<file path="config.mk">
export PLATFORM = sky130hd
export DESIGN_NAME = rf_wport_arbiter_flat
export DESIGN_NICKNAME = d
export VERILOG_FILES = /design/src/rtl/rf_wport_if.sv /design/src/rtl/rf_wport_arbiter.sv /design/src/flat_wrapper.sv
export SDC_FILE = /design/constraint.sdc
export NUM_CORES = 1
export LEC_CHECK = 0
export CORE_MARGIN = 2
export CORE_UTILIZATION = 44
export DETAILED_ROUTE_END_ITERATION = 8
export HOLD_SLACK_MARGIN = 0.15
export PLACE_DENSITY = 0.82
export REMOVE_ABC_BUFFERS = 1
export SETUP_SLACK_MARGIN = 0.05
export SLEW_MARGIN = 20
export SYNTH_ARGS = -nofsm -noshare
export SYNTH_HDL_FRONTEND = slang
export SYNTH_SLANG_ARGS = --single-unit
</file>
<file path="constraint.sdc">
create_clock -name clk_i -period 2.5 [get_ports clk_i]
set_input_delay 0.625 -clock clk_i [delete_from_list [all_inputs] [get_ports clk_i]]
set_output_delay 0.625 -clock clk_i [all_outputs]
set_load 0.02 [all_outputs]
</file>
<file path="src/rtl/rf_wport_if.sv">
// Bus bundle between the pipeline/long-unit side and the register-file write-port arbiter.
interface rf_wport_if;
    // wb_*: the pipeline presents wb_valid; a request is taken in any cycle hold_pipe is low,
    //   otherwise wb_* must stay stable. lu_*: a result transfers when lu_valid && lu_ready.
    logic        wb_valid;
    logic [4:0]  wb_rd;
    logic [31:0] wb_data;
    logic        hold_pipe;
    logic        lu_valid;
    logic [4:0]  lu_rd;
    logic [31:0] lu_data;
    logic        lu_ready;
    logic        lu_issue;
    logic [4:0]  lu_issue_rd;
    logic        rf_we;
    logic [4:0]  rf_wa;
    logic [31:0] rf_wd;
    logic [31:0] pending;

    modport master (
        output wb_valid, wb_rd, wb_data, lu_valid, lu_rd, lu_data, lu_issue, lu_issue_rd,
        input  hold_pipe, lu_ready, rf_we, rf_wa, rf_wd, pending
    );

    modport slave (
        input  wb_valid, wb_rd, wb_data, lu_valid, lu_rd, lu_data, lu_issue, lu_issue_rd,
        output hold_pipe, lu_ready, rf_we, rf_wa, rf_wd, pending
    );
endinterface

</file>
<file path="src/rtl/rf_wport_arbiter.sv">
// Register-file write-port arbiter: pipeline writeback first, long-unit results queued in a
// FIFO with a starvation hold, plus a pending-destination scoreboard for hazard detection.
module rf_wport_arbiter #(
    parameter int FIFO_DEPTH = 2,
    parameter int MAX_WAIT   = 4
) (
    input logic        clk_i,
    input logic        rst_ni,
    rf_wport_if.slave  bus
);
    localparam int PW = (FIFO_DEPTH > 1) ? $clog2(FIFO_DEPTH) : 1;
    localparam int CW = PW + 1;
    localparam int WW = $clog2(MAX_WAIT + 1);
    localparam logic [CW-1:0] DEPTH_C    = CW'(FIFO_DEPTH);
    localparam logic [WW-1:0] WAIT_MAX_C = WW'(MAX_WAIT);
    localparam logic [WW-1:0] WAIT_TRIG  = WW'(MAX_WAIT - 1);

    logic [4:0]    rd_mem_q   [FIFO_DEPTH];
    logic [31:0]   data_mem_q [FIFO_DEPTH];
    logic [PW-1:0] wr_ptr_q, wr_ptr_d;
    logic [PW-1:0] rd_ptr_q, rd_ptr_d;
    logic [CW-1:0] count_q, count_d;
    logic [WW-1:0] wait_q, wait_d;
    logic          hold_q, hold_d;
    logic          rf_we_q, rf_we_d;
    logic [4:0]    rf_wa_q, rf_wa_d;
    logic [31:0]   rf_wd_q, rf_wd_d;
    logic [31:0]   pending_q, pending_d;

    logic          fifo_ne;
    logic          lu_ready;
    logic          enq;
    logic          deq;
    logic          pipe_wr;
    logic [4:0]    head_rd;
    logic [31:0]   head_data;
    logic [31:0]   set_vec;
    logic [31:0]   clr_vec;

    assign fifo_ne   = (count_q != '0);
    assign lu_ready  = (count_q < DEPTH_C);
    assign head_rd   = rd_mem_q[rd_ptr_q];
    assign head_data = data_mem_q[rd_ptr_q];
    // rd==0 results complete the handshake but never occupy an entry.
    assign enq       = bus.lu_valid && lu_ready && (bus.lu_rd != 5'd0);

    always_comb begin
        deq     = 1'b0;
        pipe_wr = 1'b0;
        if (hold_q && fifo_ne) begin
            deq = 1'b1;
        end else if (bus.wb_valid && !hold_q && (bus.wb_rd != 5'd0)) begin
            pipe_wr = 1'b1;
        end else if (fifo_ne) begin
            deq = 1'b1;
        end
    end

    always_comb begin
        rf_we_d = 1'b0;
        rf_wa_d = rf_wa_q;
        rf_wd_d = rf_wd_q;
        if (deq) begin
            rf_we_d = 1'b1;
            rf_wa_d = head_rd;
            rf_wd_d = head_data;
        end else if (pipe_wr) begin
            rf_we_d = 1'b1;
            rf_wa_d = bus.wb_rd;
            rf_wd_d = bus.wb_data;
        end
    end

    always_comb begin
        wr_ptr_d = enq ? wr_ptr_q + PW'(1) : wr_ptr_q;
        rd_ptr_d = deq ? rd_ptr_q + PW'(1) : rd_ptr_q;
        count_d  = count_q + CW'(enq) - CW'(deq);
    end

    // Starvation guard: the hold fires once, the cycle after the wait reaches MAX_WAIT-1,
    // and that held cycle always dequeues, which clears the counter again.
    always_comb begin
        wait_d = wait_q;
        hold_d = 1'b0;
        if (!fifo_ne || deq) begin
            wait_d = '0;
        end else begin
            wait_d = (wait_q == WAIT_MAX_C) ? wait_q : wait_q + WW'(1);
            hold_d = (wait_q == WAIT_TRIG);
        end
    end

    always_comb begin
        set_vec   = (bus.lu_issue && (bus.lu_issue_rd != 5'd0)) ? (32'd1 << bus.lu_issue_rd) : 32'd0;
        clr_vec   = deq ? (32'd1 << head_rd) : 32'd0;
        pending_d = ((pending_q & ~clr_vec) | set_vec) & ~32'd1;
    end

    always_ff @(posedge clk_i or negedge rst_ni) begin
        if (!rst_ni) begin
            wr_ptr_q  <= '0;
            rd_ptr_q  <= '0;
            count_q   <= '0;
            wait_q    <= '0;
            hold_q    <= 1'b0;
            rf_we_q   <= 1'b0;
            rf_wa_q   <= 5'd0;
            rf_wd_q   <= 32'd0;
            pending_q <= 32'd0;
        end else begin
            wr_ptr_q  <= wr_ptr_d;
            rd_ptr_q  <= rd_ptr_d;
            count_q   <= count_d;
            wait_q    <= wait_d;
            hold_q    <= hold_d;
            rf_we_q   <= rf_we_d;
            rf_wa_q   <= rf_wa_d;
            rf_wd_q   <= rf_wd_d;
            pending_q <= pending_d;
        end
    end

    // Storage is not reset; validity is carried entirely by count_q.
    always_ff @(posedge clk_i) begin
        if (enq) begin
            rd_mem_q[wr_ptr_q]   <= bus.lu_rd;
            data_mem_q[wr_ptr_q] <= bus.lu_data;
        end
    end

    assign bus.lu_ready  = lu_ready;
    assign bus.hold_pipe = hold_q;
    assign bus.rf_we     = rf_we_q;
    assign bus.rf_wa     = rf_wa_q;
    assign bus.rf_wd     = rf_wd_q;
    assign bus.pending   = pending_q;
endmodule

</file>
<file path="src/flat_wrapper.sv">
// flat-port wrapper written by rule: the top's interface ports become plain ports
module rf_wport_arbiter_flat 
#(
    parameter int FIFO_DEPTH = 2,
    parameter int MAX_WAIT   = 4
)
  (clk_i, rst_ni, bus_wb_valid, bus_wb_rd, bus_wb_data, bus_lu_valid, bus_lu_rd, bus_lu_data, bus_lu_issue, bus_lu_issue_rd, bus_hold_pipe, bus_lu_ready, bus_rf_we, bus_rf_wa, bus_rf_wd, bus_pending);
  rf_wport_if bus_i ();
  input logic clk_i;
  input logic rst_ni;
  input wire logic [$bits(bus_i.wb_valid)-1:0] bus_wb_valid;
  input wire logic [$bits(bus_i.wb_rd)-1:0] bus_wb_rd;
  input wire logic [$bits(bus_i.wb_data)-1:0] bus_wb_data;
  input wire logic [$bits(bus_i.lu_valid)-1:0] bus_lu_valid;
  input wire logic [$bits(bus_i.lu_rd)-1:0] bus_lu_rd;
  input wire logic [$bits(bus_i.lu_data)-1:0] bus_lu_data;
  input wire logic [$bits(bus_i.lu_issue)-1:0] bus_lu_issue;
  input wire logic [$bits(bus_i.lu_issue_rd)-1:0] bus_lu_issue_rd;
  output wire logic [$bits(bus_i.hold_pipe)-1:0] bus_hold_pipe;
  output wire logic [$bits(bus_i.lu_ready)-1:0] bus_lu_ready;
  output wire logic [$bits(bus_i.rf_we)-1:0] bus_rf_we;
  output wire logic [$bits(bus_i.rf_wa)-1:0] bus_rf_wa;
  output wire logic [$bits(bus_i.rf_wd)-1:0] bus_rf_wd;
  output wire logic [$bits(bus_i.pending)-1:0] bus_pending;
  assign bus_i.wb_valid = bus_wb_valid;
  assign bus_i.wb_rd = bus_wb_rd;
  assign bus_i.wb_data = bus_wb_data;
  assign bus_i.lu_valid = bus_lu_valid;
  assign bus_i.lu_rd = bus_lu_rd;
  assign bus_i.lu_data = bus_lu_data;
  assign bus_i.lu_issue = bus_lu_issue;
  assign bus_i.lu_issue_rd = bus_lu_issue_rd;
  assign bus_hold_pipe = bus_i.hold_pipe;
  assign bus_lu_ready = bus_i.lu_ready;
  assign bus_rf_we = bus_i.rf_we;
  assign bus_rf_wa = bus_i.rf_wa;
  assign bus_rf_wd = bus_i.rf_wd;
  assign bus_pending = bus_i.pending;
  rf_wport_arbiter #(.FIFO_DEPTH(FIFO_DEPTH), .MAX_WAIT(MAX_WAIT)) u_core (.clk_i(clk_i), .rst_ni(rst_ni), .bus(bus_i));
endmodule
</file>
After elaboration in Yosys (flattened, before gate mapping). Memory sizes are Yosys's and may differ from the RTL's. Index checks and enable logic that the tools add are counted.

$add $sub $neg: 5. $lt $le $gt $ge: 1. Eq/ne operators: 3. Shift operators: 2. Multiplexer cells: 18. Bitwise gates (word level): 3. Reductions and logical operators: 14.

Operators with widths (count): two-way mux 32 bit (4); << shifter 1 x 5 -> 32 bit (first input constant) (2); bitwise AND 32 bit (1); NOT 32 bit (1); OR 32 bit (1); nonzero test 5 bit (3); two-way mux 1 bit (10); two-way mux 5 bit (2); logical AND 1 bit (6); two-way mux 3 bit (2); nonzero test 2 bit (2); adder 3 x 1 -> 3 bit (second input constant) (1); equality test 3 x 2 -> 1 bit (second input constant) (1); equality test 3 bit (second input constant) (1); adder 1 bit (second input constant) (2); adder 2 x 1 -> 2 bit (1); logical NOT 1 bit (2); less-than comparator 2 bit (second input constant) (1); != test 2 x 1 -> 1 bit (second input constant) (1); subtractor 2 x 1 -> 2 bit (1); logical OR 1 bit (1).

Register bits: 77. Memory bits (writable): 74. Bits of input ports: 84. Output and inout port bits: 72. Logic and storage cells: 57. Memories: 2.

Memories: u_core.data_mem_q (words 2, bits a word 32, read ports 1, clocked after Yosys merged registers in 0, write ports 1, line rf_wport_arbiter.sv:19) `logic [31:0] data_mem_q [FIFO_DEPTH];`; u_core.rd_mem_q (words 2, bits a word 5, read ports 1, clocked after Yosys merged registers in 0, write ports 1, line rf_wport_arbiter.sv:18) `logic [4:0] rd_mem_q [FIFO_DEPTH];`.

Depth between registers and ports, before layout. Gate-level depths: netlist of the first run.

Depth after elaboration: 9. Gate-level depth with buffers: 9. Depth with buffers taken out: 6.

Worst setup path before layout of the first run. Ideal clock, no wire load.

Path type: input -> register. From: input port bus_lu_rd[1]. To: memory u_core.data_mem_q[0][0] (enable). Setup time: 436 ps. Arrival: 2603 ps. Required time: 2064 ps. Setup slack: -538 ps. Stages on the path: 3. Path buffers: 0. Cell sequence: or3_1 o311a_1 nor2b_1.

Cells in the longest elaborated chain, start to end: 4.

Ends and longest elaborated chain: from (decl) (line flat_wrapper.sv:15) `input wire logic [$bits(bus_i.lu_rd)-1:0] bus_lu_rd;`; nonzero test 5 bit (line rf_wport_arbiter.sv:45) `assign enq = bus.lu_valid && lu_ready && (bus.lu_rd != 5'd0);`; logical AND 1 bit (line rf_wport_arbiter.sv:45); two-way mux 1 bit (line rf_wport_arbiter.sv:125) `if (enq) begin`; two-way mux 1 bit (implied by the code) (line rf_wport_arbiter.sv:127) `data_mem_q[wr_ptr_q] <= bus.lu_data;`; to (decl) (line rf_wport_arbiter.sv:19).

Every way passes these cells.

Final worst setup path of the first run.
From: input port bus_wb_rd[3]. To: register u_core.pending_q[30] (netlist: u_core.bus.pending[30]).

Cells in the longest elaborated chain, start to end: 8.

Ends and longest elaborated chain: from (decl) (line flat_wrapper.sv:12) `input wire logic [$bits(bus_i.wb_rd)-1:0] bus_wb_rd;`; nonzero test 5 bit (line rf_wport_arbiter.sv:52) `end else if (bus.wb_valid && !hold_q && (bus.wb_rd != 5'd0)) begin`; logical AND 1 bit (line rf_wport_arbiter.sv:52); two-way mux 1 bit (line rf_wport_arbiter.sv:52); two-way mux 1 bit (line rf_wport_arbiter.sv:50) `if (hold_q && fifo_ne) begin`; two-way mux 32 bit (line rf_wport_arbiter.sv:95) `clr_vec = deq ? (32'd1 << head_rd) : 32'd0;`; NOT 32 bit (line rf_wport_arbiter.sv:96) `pending_d = ((pending_q & ~clr_vec) | set_vec) & ~32'd1;`; bitwise AND 32 bit (line rf_wport_arbiter.sv:96); OR 32 bit (line rf_wport_arbiter.sv:96); named net u_core.pending_d[30] (line rf_wport_arbiter.sv:28) `logic [31:0] pending_q, pending_d;`; to (signal assigned) (line rf_wport_arbiter.sv:119) `pending_q <= pending_d;`; to (decl) (line rf_wport_arbiter.sv:28).

The timed path passes the listed nets, and every way through them passes these cells. A chain may end at the register's enable or synchronous reset.

==> results.toml, run 1 <==
[clocking]
cts_root_buf = "clkbuf_16"
clk_latency_ns = 0.42
cts_buffers = 17
h-tree-depth = 4
cts_tree = "done"
post_cts_buffers = 0
cts_sinks = 151
clk_pin_slew_ns = 0.06
cts.repair.resized = 0
hold_buffers = 0
cts_buffer_depth = 2

[place]
dp.cells = 857
dp_hpwl_um = 10460
post-place-ws_ns = -0.2211
gp_congestion = 0.9403
portBuffers = 154

[sta]
worst_slew_pin_slew_ns = 0.8145
layout_setup_ws_ns = 0.2861
post-route-min-period_ns = 2.214
setup_tns_ns = 0
maxSlewViolCount = 0
skew_ns = 0.007834
slew_headroom_pct = 45.45
final-setup-viol-count = 0
max_freq_mhz = 451.7
fin_crit_sh_pct = 88.56
rsz0062_at_grt = "no"
final_hold_viol_count = 0

[floorplan]
ioPinCount = 156
rows = 43
fp.dieW_um = 123.4
core-area_mm2 = 0.01388
dieArea_mm2 = 0.01522
start_util_pct = 45.18
die_h_um = 123.4

[synth]
yosys_warnings = 0
syn_area_mm2 = 0.006271
synth_edf_count = 74
synth_cell_types = 36
yosys-top-cells-area = "edfxtp_1, dfrtp_1, nand2_1"
ys_seq_area_share_pct = 66.16
synth-seq-cells = 151
yosys.area.top_type = "edfxtp_1"
yosys.area.top_type_share_pct = 35.43
ys.flop_type = "dfrtp_1"
async_reset_ff_share_pct = 50.99
synth.avg_cell_area_um2 = 11.74
synth_cells = 534

[finish]
stdcell_count = 890
fill_cells = 1070
diodes = 0
synthToLayoutAreaGrowth_pct = 38.95
finalNetCount = 785
drive_gt1_share_pct = 8.169
multi_input_area_mm2 = 0.001939
regArea_mm2 = 0.004150
final_util_pct = 62.77

[detailed_routing]
postRouteAntennaNets = 0
vias_per_cell = 5.293
drtIter0Drc = 364
wl_per_cell_um = 16.58
drc_errors = 0
num_vias = 4711
finalWirelength_um = 14750
first_pass_iters = 5

[global_routing]
grt_overflow = 0
grt_util_all_layers_pct = 20.18
grt_pass1_wl_um = 23250
grt_max_degree = 47
grt_pass1_vias = 4778
antenna_found_initial = 0

[setup_path]
cp-end-kind = "flip-flop"
worstSetupStartpointType = "input port"
crit_fanout = 34
cp.arrival_ns = 2.51
required_ns = 2.79
ff2ff_setup_slack_ns = 0.48
critical_path_class = "in2reg"

[run]
drv_cap = 0

[pwr]
powerDensity_mw_per_mm2 = 1193
power_mw = 10.39
p_leak_nw = 3.495
peakVddDrop_v = 0.0005514

[outcome]
status = "completed"

[min_path]
hp-class = "in2async"
## final cells by class
class                           count  share of cell area, %
Sequential cell                   151                  47.63
Clock inverter                     10                  1.752
Timing Repair Buffer              178                  20.30
Inverter                            6                 0.2585
Clock buffer                       22                  5.213
Multi-Input combinational cell    343                  22.26
Tap cell                          180                  2.585
## power by group
group	internal, mW	switching, mW	total, mW
Sequential	3.43	0.437	3.86
Clock	1.69	0.920	2.61
Combinational	1.73	2.20	3.92
Total	6.84	3.55	10.4
## metal layers
metal	track usage [%]	part of all wire, %	vias to the layer above
met5	0	0	-
met4	8.594	1.9	0
met3	6.458	8.1	24
met2	33.31	50	197
met1	24.36	40	2249
li1	-	-	2241
## placed cells by master, fill, tap and decap left out, drive strengths merged, types with 3 or more instances in the layout
master	count
clkinv	6
nor3	4
bufinv	4
dfrtp	77
nand2	140
clkdlybuf4s50	153
ha	4
nand3	3
a21oi	4
o41ai	31
inv	6
xnor2	3
nor2	13
o21ai	74
nor2b	4
nand2b	7
edfxtp	74
buf	25
clkbuf	22
mux2i	34
## critical path: stages
cell	delay, ns
clkdlybuf4s50_1	0.41
or4_1	0.54
o21a_4	0.24
buf_12	0.17
o41ai_1	0.42
nand2_1	0.09
## worst paths after layout
path,from,endpoint,cells past startpoint
max,bus_wb_rd[3],u_core.bus.pending[30],6
min,rst_ni,u_core.bus.pending[27],1
max reg2reg,u_core.rd_ptr_q,u_core.bus.pending[12],5
min reg2reg,u_core.bus.pending[18],u_core.bus.pending[18],2
max in group asynchronous,rst_ni,u_core.bus.rf_wd[22],2
min in group clk_i,u_core.bus.pending[18],u_core.bus.pending[18],2
## logic make-up (layout without fill, tap and decap cells)
group	count (synthesis)	after routing	synth area share, %
flip-flops	151	151	66.16
other	1	1	0.05980
AO/OA/AOI/OAI	119	119	11.83
AND/OR/NAND/NOR	180	180	11.81
XOR/XNOR	4	4	0.5588
buffers and inverters	40	216	3.172
adder cells (fa/ha/maj)	4	4	0.7981
multiplexers	35	35	5.607
## Yosys cell counts, types with 6 or more instances
cell and instances:
nand2_1 140, dfrtp_1 77, edfxtp_1 74, o21ai_0 74, mux2i_1 34, o41ai_1 31
clkbuf_1 16, nor2_1 13, nand2b_1 7, buf_1 6, buf_2 6, inv_1 6
## stage by stage
| stage | hold WS [ns] | instance area, µm² |
|---|---|---|
| 6_report | 0.1993 | 8713 |
| 5_1_grt | 0.2354 | 8713 |
| 4_1_cts | 0.2083 | 8693 |
| 3_5_place_dp | 0.4892 | 8087 |
| 3_3_place_gp | 0.4838 | 8087 |
| 2_1_floorplan | 0.3294 | 6095 |
## flip-flops by register name, indices dropped and copies added, names as in the netlist
signal                cells
u_core.rd_ptr_q           1
u_core.bus.rf_wa          5
u_core.rd_mem_q          10
u_core.wait_q             3
u_core.wr_ptr_q           1
u_core.count_q            2
u_core.data_mem_q        64
u_core.bus.pending       31
u_core.bus.rf_wd         32
u_core.bus.rf_we          1
u_core.bus.hold_pipe      1
No activity file was read; power rests on OpenSTA's default activity.
==> inputs of run 2 (changes only) <==
CORE_ASPECT_RATIO = 0.9   (was not set)
PLACE_DENSITY = 0.75   (was 0.82)
TNS_END_PERCENT = 30   (was not set)
==> results.toml, run 2 (synthesized netlist as in run 1, its figures left out) <==
[sta]
max_freq_mhz = 448.9
maxSlewViolCount = 0
slew_headroom_pct = 45.83
final-setup-viol-count = 0
fin_crit_sh_pct = 89.11
layout_setup_ws_ns = 0.2723
rsz0062_at_grt = "no"
post-route-min-period_ns = 2.228
worst_slew_pin_slew_ns = 0.8125
skew_ns = 0.009631
final_hold_viol_count = 0

[clocking]
post_cts_buffers = 0
clk_pin_slew_ns = 0.07
cts.repair.resized = 0
cts_tree = "done"
hold_buffers = 0
cts_sinks = 151
clk_latency_ns = 0.43
cts_buffers = 17
h-tree-depth = 4
cts_buffer_depth = 2
cts_root_buf = "clkbuf_16"

[finish]
diodes = 0
synthToLayoutAreaGrowth_pct = 38.55
drive_gt1_share_pct = 8.873
final_common_cell = "clkdlybuf4s50_1"
finalNetCount = 785
most-common-layout-cells = "clkdlybuf4s50_1, nand2_1, dfrtp_1, o21ai_0, edfxtp_1"
largest_register = "u_core.data_mem_q"
largest_register_ffs = 64

[run]
drv_cap = 0

[setup_path]
crit_fanout = 34
ff2ff_setup_slack_ns = 0.33
crit_slowest_cell = "or4_1"
worstRegToRegCells = 4
worstSetupStartpointType = "input port"
reg2reg_from = "u_core.rd_ptr_q"
reg2reg_to = "u_core.bus.pending[6]"
cp.arrival_ns = 2.52
worstPathCellList = "clkdlybuf4s50_1 > or4_1 > o21a_4 > buf_12 > o41ai_1 > nand2_1"
cp_slowest_stage_delay_ns = 0.53
critical_path_class = "in2reg"
required_ns = 2.80
cp-end-kind = "flip-flop"

[global_routing]
grt_pass1_wl_um = 23350
grt_overflow = 0
grt_util_all_layers_pct = 20.27
grt_max_degree = 49
antenna_found_initial = 0
grt_pass1_vias = 4705

[pwr]
peakVddDrop_v = 0.0006661
power.share.sequential_pct = 37.8
clock_power_share_pct = 23.8
powerDensity_mw_per_mm2 = 1179
pwr-share-comb_pct = 38.3
p_leak_nw = 3.463
intPower_mw = 6.542
power_mw = 10.24
sw_frac_of_total_pct = 36.12
p_sw_mw = 3.700

[floorplan]
start_util_pct = 44.94
rows = 41
die_h_um = 117.3
dieArea_mm2 = 0.01522
fp.dieW_um = 129.8
core-area_mm2 = 0.01395
ioPinCount = 156

[min_path]
hp-class = "in2async"

[place]
gp_congestion = 0.8736
portBuffers = 154
dp_hpwl_um = 10150
post-place-ws_ns = -0.2472

[detailed_routing]
first_pass_iters = 5
vias_per_cell = 5.204
finalWirelength_um = 14870
wl_per_cell_um = 16.46
num_vias = 4699
drc_errors = 0
drtIter0Drc = 437
postRouteAntennaNets = 0

[outcome]
status = "completed"
## run 2: cell count changes in the layout (fill, tap and decap cells not counted)
cell | previous run | this run
clkinv_1 | 1 | 0
clkbuf_1 | 4 | 0
clkinv_2 | 4 | 2
bufinv_16 | 4 | 1
clkinvlp_4 | 0 | 4
inv_6 | 0 | 7
clkbuf_8 | 1 | 0
## run 2: how the worst max path moves through the flow
stage                              endpoint  slack, ns    startpoint  cells after the start
global placement    u_core.data_mem_q[0][9]      -0.20  bus_lu_rd[1]                      4
floorplan                 u_core.count_q[1]      -0.83  bus_wb_valid                      6
global route          u_core.bus.pending[2]       0.20  bus_wb_rd[3]                      6
detailed placement  u_core.data_mem_q[0][9]      -0.25  bus_lu_rd[1]                      4
CTS                 u_core.data_mem_q[0][9]       0.19  bus_lu_rd[1]                      4
finish                u_core.bus.pending[6]       0.27  bus_wb_rd[4]                      6
## run 2: final cells by class
| type | count | area [µm²] |
|---|---|---|
| well taps | 193 | 241.5 |
| clock buffers | 17 | 425.4 |
| flip-flops and latches | 151 | 4150 |
| repair buffers | 178 | 1769 |
| inverters | 6 | 22.52 |
| clock inverters | 15 | 140.1 |
| multi-input cells | 343 | 1939 |
| fillers | 1069 | 5265 |
## run 2: power by group through the flow
stage | Clock (mW) | Combinational [mW] | Sequential (mW)
5_1_grt | 2.59 | 4.27 | 3.96
3_3_place_gp | 0 | 3.82 | 3.87
2_1_floorplan | 0 | 1.44 | 4.51
6_report | 2.44 | 3.93 | 3.88
3_5_place_dp | 0 | 3.92 | 3.90
4_1_cts | 2.48 | 3.94 | 3.87
## run 2: metrics by stage
| stage | std cells | cell area (µm²) | hold slack [ns] | TNS, ns | util [%] |
|---|---|---|---|---|---|
| 4_1_cts | 902 | 8668 | 0.2317 | 0 | 62.12 |
| 3_5_place_dp | 870 | 8103 | 0.4943 | -15.26 | 58.07 |
| 3_3_place_gp | 870 | 8103 | 0.4842 | -12.07 | 58.07 |
| 6_report | 903 | 8688 | 0.2229 | 0 | 62.27 |
| 2_1_floorplan | 500 | 6095 | 0.3294 | -55.80 | - |
| 5_1_grt | 903 | 8688 | 0.2715 | 0 | 62.27 |
## run 2: critical path, delay by kind of cell
family	cells	cell delay, ns
AO/OA/AOI/OAI	2	0.66
AND/OR/NAND/NOR	2	0.64
buffers and inverters	2	0.59
## run 2: layer usage
metal / part of all wire [%] / track usage, % / vias up
met5: 0 / 0 / -
li1: - / - / 2234
met1: 43 / 26.42 / 2229
met4: 1.6 / 8.459 / 0
met2: 46 / 31.20 / 210
met3: 9.4 / 7.091 / 26
==> inputs of run 3 (changes only) <==
PLACE_DENSITY = 0.82   (was 0.75)
==> results.toml, run 3 (synthesized netlist as in run 1, its figures left out) <==
[finish]
finalNetCount = 779
stdcell_count = 897
most-common-layout-cells = "clkdlybuf4s50_1, nand2_1, dfrtp_1, o21ai_0, edfxtp_1"
largest_register_ffs = 64
final_util_pct = 62.24
final_common_cell = "clkdlybuf4s50_1"
largest_register = "u_core.data_mem_q"
synthToLayoutAreaGrowth_pct = 38.49
diodes = 0
drive_gt1_share_pct = 7.244

[sta]
rsz0062_at_grt = "no"
fin_crit_sh_pct = 91.45
slew_headroom_pct = 36.88
final_hold_viol_count = 0
post-route-min-period_ns = 2.286
skew_ns = 0.006686
final-setup-viol-count = 0
max_freq_mhz = 437.4
worst_slew_pin_slew_ns = 0.9424
maxSlewViolCount = 0

[setup_path]
cp_slowest_stage_delay_ns = 0.56
worstSetupStartpointType = "input port"
cp-end-kind = "flip-flop"
critPathBufInv = 2
crit_fanout = 34
required_ns = 2.79
path_depth = 6
critical_path_class = "in2reg"
worstPathCellList = "clkdlybuf4s50_1 > or4_1 > o21a_4 > buf_12 > o41ai_1 > nand2_1"
cp.arrival_ns = 2.57
crit_slowest_cell = "or4_1"
path_delay_family = "compound AO/OA/AOI/OAI gates"
worstRegToRegCells = 4

[floorplan]
dieArea_mm2 = 0.01522
fp.dieW_um = 129.8
core-area_mm2 = 0.01395
rows = 41
start_util_pct = 44.94
die_h_um = 117.3
ioPinCount = 156

[global_routing]
grt_util_all_layers_pct = 20.12
grt_pass1_vias = 4709
grt_overflow = 0
grt_pass1_wl_um = 23200
grt_max_degree = 45
antenna_found_initial = 0

[clocking]
h-tree-depth = 4
cts_sinks = 151
cts_root_buf = "clkbuf_16"
cts_buffer_depth = 2
cts_buffers = 17
clk_latency_ns = 0.42
clk_pin_slew_ns = 0.06
hold_buffers = 0
cts_tree = "done"

[pwr]
powerDensity_mw_per_mm2 = 1197
intPower_mw = 6.802
power_mw = 10.39
p_leak_nw = 3.461
p_sw_mw = 3.590
sw_frac_of_total_pct = 34.55
power.share.sequential_pct = 37.3
clock_power_share_pct = 25.2
pwr-share-comb_pct = 37.5
peakVddDrop_v = 0.0006985

[outcome]
status = "completed"

[detailed_routing]
first_pass_iters = 5
postRouteAntennaNets = 0
drc_errors = 0
wl_per_cell_um = 16.65
num_vias = 4786
finalWirelength_um = 14930
drtIter0Drc = 394
vias_per_cell = 5.336

[place]
gp_congestion = 0.8576
dp_hpwl_um = 10310
dp.cells = 864
portBuffers = 154

[run]
drv_cap = 0

[min_path]
hp-class = "in2async"
run 3: changes by cell type in the layout (fill, tap and decap cells not counted), sizes merged:
cell      change
inv           -7
clkinv        +3
buf           -6
bufinv        +3
clkbuf        +4
clkinvlp      -3
run 3: through the flow:
| step | setup slack, ns | hold slack, ns | setup TNS [ns] | instance area, µm² |
|---|---|---|---|---|
| 6_report | 0.2137 | 0.1996 | 0 | 8685 |
| 5_1_grt | 0.1293 | 0.2306 | 0 | 8685 |
| 4_1_cts | 0.1064 | 0.2031 | 0 | 8662 |
| 3_5_place_dp | -0.3437 | 0.4972 | -17.91 | 8058 |
| 3_3_place_gp | -0.2577 | 0.4806 | -11.39 | 8058 |
| 2_1_floorplan | -0.8304 | 0.3294 | -55.80 | 6095 |
run 3: timing repair:
item / CTS / global route
setup endpoints to repair: 0 / 31
resized for setup: 0 / 1
buffers inserted: 0 / 0
run 3: cell type report:
type	count	area (µm²)
inverter	6	22.52
tap	193	241.5
sequential	151	4150
clock buffer	21	450.4
fill	1054	5269
multi-input combinational	343	1942
timing repair buffer	172	1724
clock inverter	11	153.9
run 3: metal layers:
layer | part of all wire (%) | routed length, µm | track usage, % | up-vias
li1 | - | - | - | 2229
met1 | 40 | 6025 | 23.92 | 2329
met2 | 51 | 7618 | 34.69 | 201
met3 | 6.8 | 1022 | 6.136 | 27
met4 | 1.8 | 268 | 7.599 | 0
met5 | 0 | 0 | 0 | -
run 3: final timing paths:
| check | from | end | slack (ns) |
|---|---|---|---|
| worst min-delay path | rst_ni | u_core.bus.pending[23] | 0.20 |
| min in group clk_i | u_core.bus.pending[25] | u_core.bus.pending[25] | 0.51 |
| max in group asynchronous | rst_ni | u_core.bus.rf_wd[0] | 1.69 |
| worst min register to register | u_core.bus.pending[25] | u_core.bus.pending[25] | 0.51 |
| worst max-delay path | bus_wb_rd[3] | u_core.bus.pending[4] | 0.21 |
| worst max register to register | u_core.rd_ptr_q | u_core.bus.pending[4] | 0.36 |
run 3: power groups by stage:
stage | clock (mW) | sequential (mW) | combinational (mW)
floorplan | 0 | 4.51 | 1.44
global placement | 0 | 3.86 | 3.75
detailed placement | 0 | 3.90 | 3.89
CTS | 2.67 | 3.87 | 3.90
global route | 2.78 | 3.95 | 4.23
finish | 2.62 | 3.87 | 3.90
